===== config.mk =====
export PLATFORM = sky130hd
export DESIGN_NAME = cx_mixer
export DESIGN_NICKNAME = d
export VERILOG_FILES = /design/src/rtl/cx_mixer.sv
export SDC_FILE = /design/constraint.sdc
export NUM_CORES = 1
export LEC_CHECK = 0
export CORE_AREA = 10 10 197 199
export DETAILED_ROUTE_END_ITERATION = 12
export DIE_AREA = 0 0 207 209
export PLACE_DENSITY_LB_ADDON = 0.3
export RECOVER_POWER = 50
export SLEW_MARGIN = 25
export SYNTH_ARGS = -nofsm -noshare
export SYNTH_HDL_FRONTEND = slang
export SYNTH_SLANG_ARGS = --single-unit

===== constraint.sdc =====
create_clock -name clk -period 8.9 [get_ports clk]
set_clock_uncertainty 0.15 [all_clocks]
set_input_delay 1.335 -clock clk [delete_from_list [all_inputs] [get_ports clk]]
set_output_delay 1.335 -clock clk [all_outputs]
set_load 0.03 [all_outputs]

===== src/rtl/cx_mixer.sv =====
// Complex mixer: (in_i + j*in_q) * (lo_i + j*lo_q) on one shared multiplier.
// Optional macro CX_MIXER_CONJ_EN adds a conj input that mixes with conj(LO).
module cx_mixer #(
    parameter int DSZ   = 16,
    parameter int GUARD = 1
) (
    input  logic                  clk,
    input  logic                  reset,
`ifdef CX_MIXER_CONJ_EN
    input  logic                  conj,
`endif
    input  logic                  in_valid,
    output logic                  in_ready,
    input  logic signed [DSZ-1:0] in_i,
    input  logic signed [DSZ-1:0] in_q,
    input  logic signed [DSZ-1:0] lo_i,
    input  logic signed [DSZ-1:0] lo_q,
    output logic                  out_valid,
    output logic signed [DSZ-1:0] out_i,
    output logic signed [DSZ-1:0] out_q,
    output logic                  ovf
);

    localparam int AW = 2*DSZ + GUARD;
    localparam int HW = AW - DSZ + 2;
    localparam logic signed [AW:0] RND_K =
        {{(AW+2-DSZ){1'b0}}, 1'b1, {(DSZ-2){1'b0}}};

    typedef enum logic [2:0] {
        S_IDLE,
        S_MUL,
        S_DRAIN,
        S_RND,
        S_OUT
    } state_t;

    state_t r_state;
    state_t w_next;

    logic [1:0]              r_cnt;
    logic [1:0]              r_pidx;
    logic                    r_pvld;
    logic signed [DSZ-1:0]   r_in_i;
    logic signed [DSZ-1:0]   r_in_q;
    logic signed [DSZ-1:0]   r_lo_i;
    logic signed [DSZ-1:0]   r_lo_q;
    logic signed [2*DSZ-1:0] r_prod;
    logic signed [AW-1:0]    r_acc_i;
    logic signed [AW-1:0]    r_acc_q;
    logic signed [DSZ-1:0]   r_out_i;
    logic signed [DSZ-1:0]   r_out_q;
    logic                    r_ovf;
`ifdef CX_MIXER_CONJ_EN
    logic                    r_conj;
`endif

    logic                    w_accept;
    logic                    w_neg;
    logic signed [DSZ-1:0]   w_mul_a;
    logic signed [DSZ-1:0]   w_mul_b;
    logic signed [2*DSZ-1:0] w_prod;
    logic signed [AW-1:0]    w_pext;
    logic signed [AW-1:0]    w_addend;
    logic signed [AW:0]      w_rnd_i;
    logic signed [AW:0]      w_rnd_q;
    logic signed [AW:0]      w_sh_i;
    logic signed [AW:0]      w_sh_q;
    logic [DSZ:0]            w_sat_i;
    logic [DSZ:0]            w_sat_q;

    assign in_ready  = (r_state == S_IDLE) && !reset;
    assign w_accept  = in_valid && in_ready;
    assign out_valid = (r_state == S_OUT);
    assign ovf       = out_valid && r_ovf;
    assign out_i     = r_out_i;
    assign out_q     = r_out_q;

    always_ff @(posedge clk) begin
        if (reset) r_state <= S_IDLE;
        else       r_state <= w_next;
    end

    always_comb begin
        w_next = r_state;
        unique case (r_state)
            S_IDLE:  if (w_accept) w_next = S_MUL;
            S_MUL:   if (r_cnt == 2'd3) w_next = S_DRAIN;
            S_DRAIN: w_next = S_RND;
            S_RND:   w_next = S_OUT;
            S_OUT:   w_next = S_IDLE;
            default: w_next = S_IDLE;
        endcase
    end

    // product order: ii*li, iq*lq, ii*lq, iq*li
    assign w_mul_a = r_cnt[0] ? r_in_q : r_in_i;
    assign w_mul_b = (r_cnt[0] ^ r_cnt[1]) ? r_lo_q : r_lo_i;
    assign w_prod  = w_mul_a * w_mul_b;

`ifdef CX_MIXER_CONJ_EN
    assign w_neg = r_conj ? (r_pidx == 2'd2) : (r_pidx == 2'd1);
`else
    assign w_neg = (r_pidx == 2'd1);
`endif

    assign w_pext   = AW'(r_prod);
    assign w_addend = w_neg ? -w_pext : w_pext;

    assign w_rnd_i = (AW+1)'(r_acc_i) + RND_K;
    assign w_rnd_q = (AW+1)'(r_acc_q) + RND_K;
    assign w_sh_i  = w_rnd_i >>> (DSZ-1);
    assign w_sh_q  = w_rnd_q >>> (DSZ-1);

    // returns {saturated, value}
    function automatic logic [DSZ:0] sat(input logic signed [AW:0] v);
        logic [HW-1:0] hi;
        hi = v[AW:DSZ-1];
        if (hi == {HW{v[AW]}})
            return {1'b0, v[DSZ-1:0]};
        else if (v[AW])
            return {2'b11, {(DSZ-1){1'b0}}};
        else
            return {2'b10, {(DSZ-1){1'b1}}};
    endfunction

    assign w_sat_i = sat(w_sh_i);
    assign w_sat_q = sat(w_sh_q);

    always_ff @(posedge clk) begin
        if (reset) begin
            r_cnt   <= '0;
            r_pidx  <= '0;
            r_pvld  <= 1'b0;
            r_in_i  <= '0;
            r_in_q  <= '0;
            r_lo_i  <= '0;
            r_lo_q  <= '0;
            r_prod  <= '0;
            r_acc_i <= '0;
            r_acc_q <= '0;
            r_out_i <= '0;
            r_out_q <= '0;
            r_ovf   <= 1'b0;
`ifdef CX_MIXER_CONJ_EN
            r_conj  <= 1'b0;
`endif
        end else begin
            r_pvld <= (r_state == S_MUL);
            r_pidx <= r_cnt;
            if (r_state == S_MUL) begin
                r_prod <= w_prod;
                r_cnt  <= r_cnt + 2'd1;
            end
            if (w_accept) begin
                r_in_i  <= in_i;
                r_in_q  <= in_q;
                r_lo_i  <= lo_i;
                r_lo_q  <= lo_q;
                r_acc_i <= '0;
                r_acc_q <= '0;
                r_cnt   <= '0;
`ifdef CX_MIXER_CONJ_EN
                r_conj  <= conj;
`endif
            end else if (r_pvld) begin
                // products lag the counter by one cycle
                if (r_pidx[1]) r_acc_q <= r_acc_q + w_addend;
                else           r_acc_i <= r_acc_i + w_addend;
            end
            if (r_state == S_RND) begin
                r_out_i <= w_sat_i[DSZ-1:0];
                r_out_q <= w_sat_q[DSZ-1:0];
                r_ovf   <= w_sat_i[DSZ] | w_sat_q[DSZ];
            end
        end
    end

endmodule


==> results.sh <==
export IMPL_drv_cap=1
export IMPL_nets=3154
export IMPL_drc=0
export IMPL_min_path_type="reg2reg"
export IMPL_gp_congestion=0.993
export IMPL_cts_htree_levels=1
export IMPL_cts_resized=0
export IMPL_viasPerCell=5.71
export IMPL_crit_chain="ha_1 -> mux2i_1 -> nor2_1 -> fa_1 -> fa_1 -> fa_1 -> fa_1 -> fa_1 -> inv_1 -> fa_1 -> inv_1 -> ha_1 -> a21o_1 -> a21o_1 -> a21oi_1 -> o21ai_0 -> or3_1 -> o21ai_1 -> o21ai_0 -> o311ai_0 -> a21oi_1"
export IMPL_placed_area_um2=23100
export IMPL_final_util_pct=68.4
export IMPL_slowest_stage="ha_1"
export IMPL_synth_distinct_cells=72
export IMPL_layout_drive_gt1_share_pct=5.24
export IMPL_dominantRegCellSynth="dfxtp_1"
export IMPL_yosysMostFrequentCell="nand2_1"
export IMPL_chipHeight_um=209
export IMPL_cts_root_buf="clkbuf_16"
export IMPL_path_buf_inv=2
export IMPL_cp_common_cell="fa_1"
export IMPL_routed_wl_um=54100
export IMPL_initial_core_util_pct=61.9
export IMPL_slowest_delay_ps=910
export IMPL_violations="capacitance limit, slew limit"
export IMPL_vias=18000
export IMPL_syn_instance_count=2614
export IMPL_grt_max_degree=102
export IMPL_synth_edf_count=0
export IMPL_cts_tree="yes"
export IMPL_synth_top_cell_by_area="fa_1"
export IMPL_cts_inserted_buffers=24
export IMPL_avgRoutedWirePerCell_um=17.2
export IMPL_ant_nets=0
export IMPL_num_antenna_cells=0
export IMPL_rsz0062_at_grt="false"
export IMPL_grt_ovfl_total=0
export IMPL_fmax_ghz=0.124
export IMPL_end_kind="flop"
export IMPL_tns_ps=0
export IMPL_cp_start_kind="flop"
export IMPL_design_area_um2=24000
export IMPL_grt_first_pass_wirelength_um=91500
export IMPL_cts_path_max_buffers=3
export IMPL_die_x_um=207
export IMPL_ioPinCount=102
export IMPL_port_buffers=101
export IMPL_cp_top_family="adder cells"
export IMPL_leakagePower_nw=11.3
export IMPL_clkSinkCount=203
export IMPL_cts_setup_buffers=0
export IMPL_synth_nets=3095
export IMPL_grt_usage_pct=24.9
export IMPL_seq_area_frac_synth_pct=18.7
export IMPL_period_share_pct=90.6
export IMPL_p_total_mw=3.30
export IMPL_path_max_fanout=20
export IMPL_report_final_slew_viol_count=102
export IMPL_finalSetupViolCount=0
export IMPL_area_growth_pct=10.5
export IMPL_worst_slew_pin_transition_ps=3480
export IMPL_p_per_area_nw_per_um2=138
export IMPL_required_ps=9020
export IMPL_ys_seq_elements=203
export IMPL_grt_pass1_vias=18700
export IMPL_synth_top_area_share_pct=24.4
export IMPL_status="finished, violations left"
export IMPL_first_iter_violations=1233
export IMPL_timing_slew_headroom_pct=-132
export IMPL_async_reset_ff_share_pct=0
export IMPL_antenna_found_initial=0
export IMPL_dp_hpwl_um=43400
export IMPL_dieArea_um2=43300
export IMPL_insertion_delay_ps=550
export IMPL_first_pass_iters=5
export IMPL_hold_buffers=0
export IMPL_ir_drop_v=0.000147
export IMPL_whs_ps=301
export IMPL_avgSynthCellArea_um2=8.30
export IMPL_synthTopCellsByCount="nand2_1, inv_1, fa_1, nor2_1, dfxtp_1"
export IMPL_synth_area_um2=21700
export IMPL_finalCriticalPeriod_ps=8070
export IMPL_synth_area_leaders="fa_1, dfxtp_1, ha_1"
export IMPL_hold_violations=0
export IMPL_design_core_area_um2=35100
export IMPL_cts_clk_slew_worst_paths_ps=60
export IMPL_fp_row_count=69
export IMPL_arrival_ps=8190
export IMPL_ys_warnings_count=0
export IMPL_path_class="reg2reg"
==> worst min-delay path: stages, from the launching register on <==
cell     delay [ps]
dfxtp_1         310
nand2_1          50
a21oi_1          50
==> final timing paths <==
path / start / to / slack [ps] / cells after the start
worst max-delay path: r_cnt[1] / r_prod[29] / 830 / 21
worst min-delay path: out_i[15] / out_i[15] / 300 / 2
worst max register to register: r_cnt[1] / r_prod[29] / 830 / 21
worst min register to register: out_i[15] / out_i[15] / 300 / 2
==> registers in the layout (all words and copies together) (netlist names) <==
name and count:
r_pidx 2, r_lo_q 16, r_ovf 1, r_acc_i 33
r_lo_i 16, r_pvld 1, r_prod 32, r_in_q 16
out_i 16, r_cnt 2, out_q 16, r_acc_q 33
r_in_i 16, r_state 3
==> layer usage <==
metal,global-route usage [%],wire length (µm),vias up
li1,-,-,8670
met1,29.6,22100,8606
met2,44.2,26600,591
met3,3.65,3170,136
met4,10.1,2280,0
met5,0,0,-
==> area by class of cell <==
class | instances | area, µm²
Sequential cell | 203 | 4070
Multi-Input combinational cell | 2002 | 16100
Timing Repair Buffer | 132 | 1230
Clock inverter | 16 | 185
Clock buffer | 27 | 632
Tap cell | 461 | 577
Inverter | 310 | 1160
Fill cell | 2805 | 11100
==> placed cells by master (no fill, tap or decap), types with 24 or more instances in the layout <==
cell type	instances
nand2_1	442
inv_1	310
fa_1	264
nor2_1	225
dfxtp_1	202
a21oi_1	170
ha_1	150
xnor2_1	88
clkdlybuf4s50_1	70
nand3b_1	67
o21ai_0	63
nand3_1	58
xor2_1	52
nor3_1	49
a21o_1	36
mux2i_1	33
dlygate4sd3_1	30
buf_4	29
mux2_2	26
clkbuf_16	24
==> metrics by stage <==
stage                     std cells  setup slack, ps
after floorplan                2614             1170
after global placement         3108             1260
after detailed placement       3108              988
after CTS                      3151              978
after global routing           3151              344
final                          3151              833
==> cells by family (layout without fill, tap and decap cells) <==
logic type,Yosys count,count (layout),synth area share [%]
multiplexers,62,62,3.01
AO/OA/AOI/OAI,415,415,12.1
buffers and inverters,409,485,7.11
flip-flops,203,203,18.7
AND/OR/NAND/NOR,971,971,20.4
XOR/XNOR,140,140,5.65
adder cells (fa/ha/maj),414,414,33.0
==> power by group <==
| group | switching (mW) | leakage (nW) | internal [mW] | total, mW |
|---|---|---|---|---|
| Sequential | 0.0582 | 1.65 | 0.958 | 1.02 |
| Combinational | 0.752 | 9.20 | 0.512 | 1.26 |
| Clock | 0.421 | 0.399 | 0.600 | 1.02 |
| Total | 1.23 | 11.3 | 2.07 | 3.30 |
(Power assumes the default switching activity.)
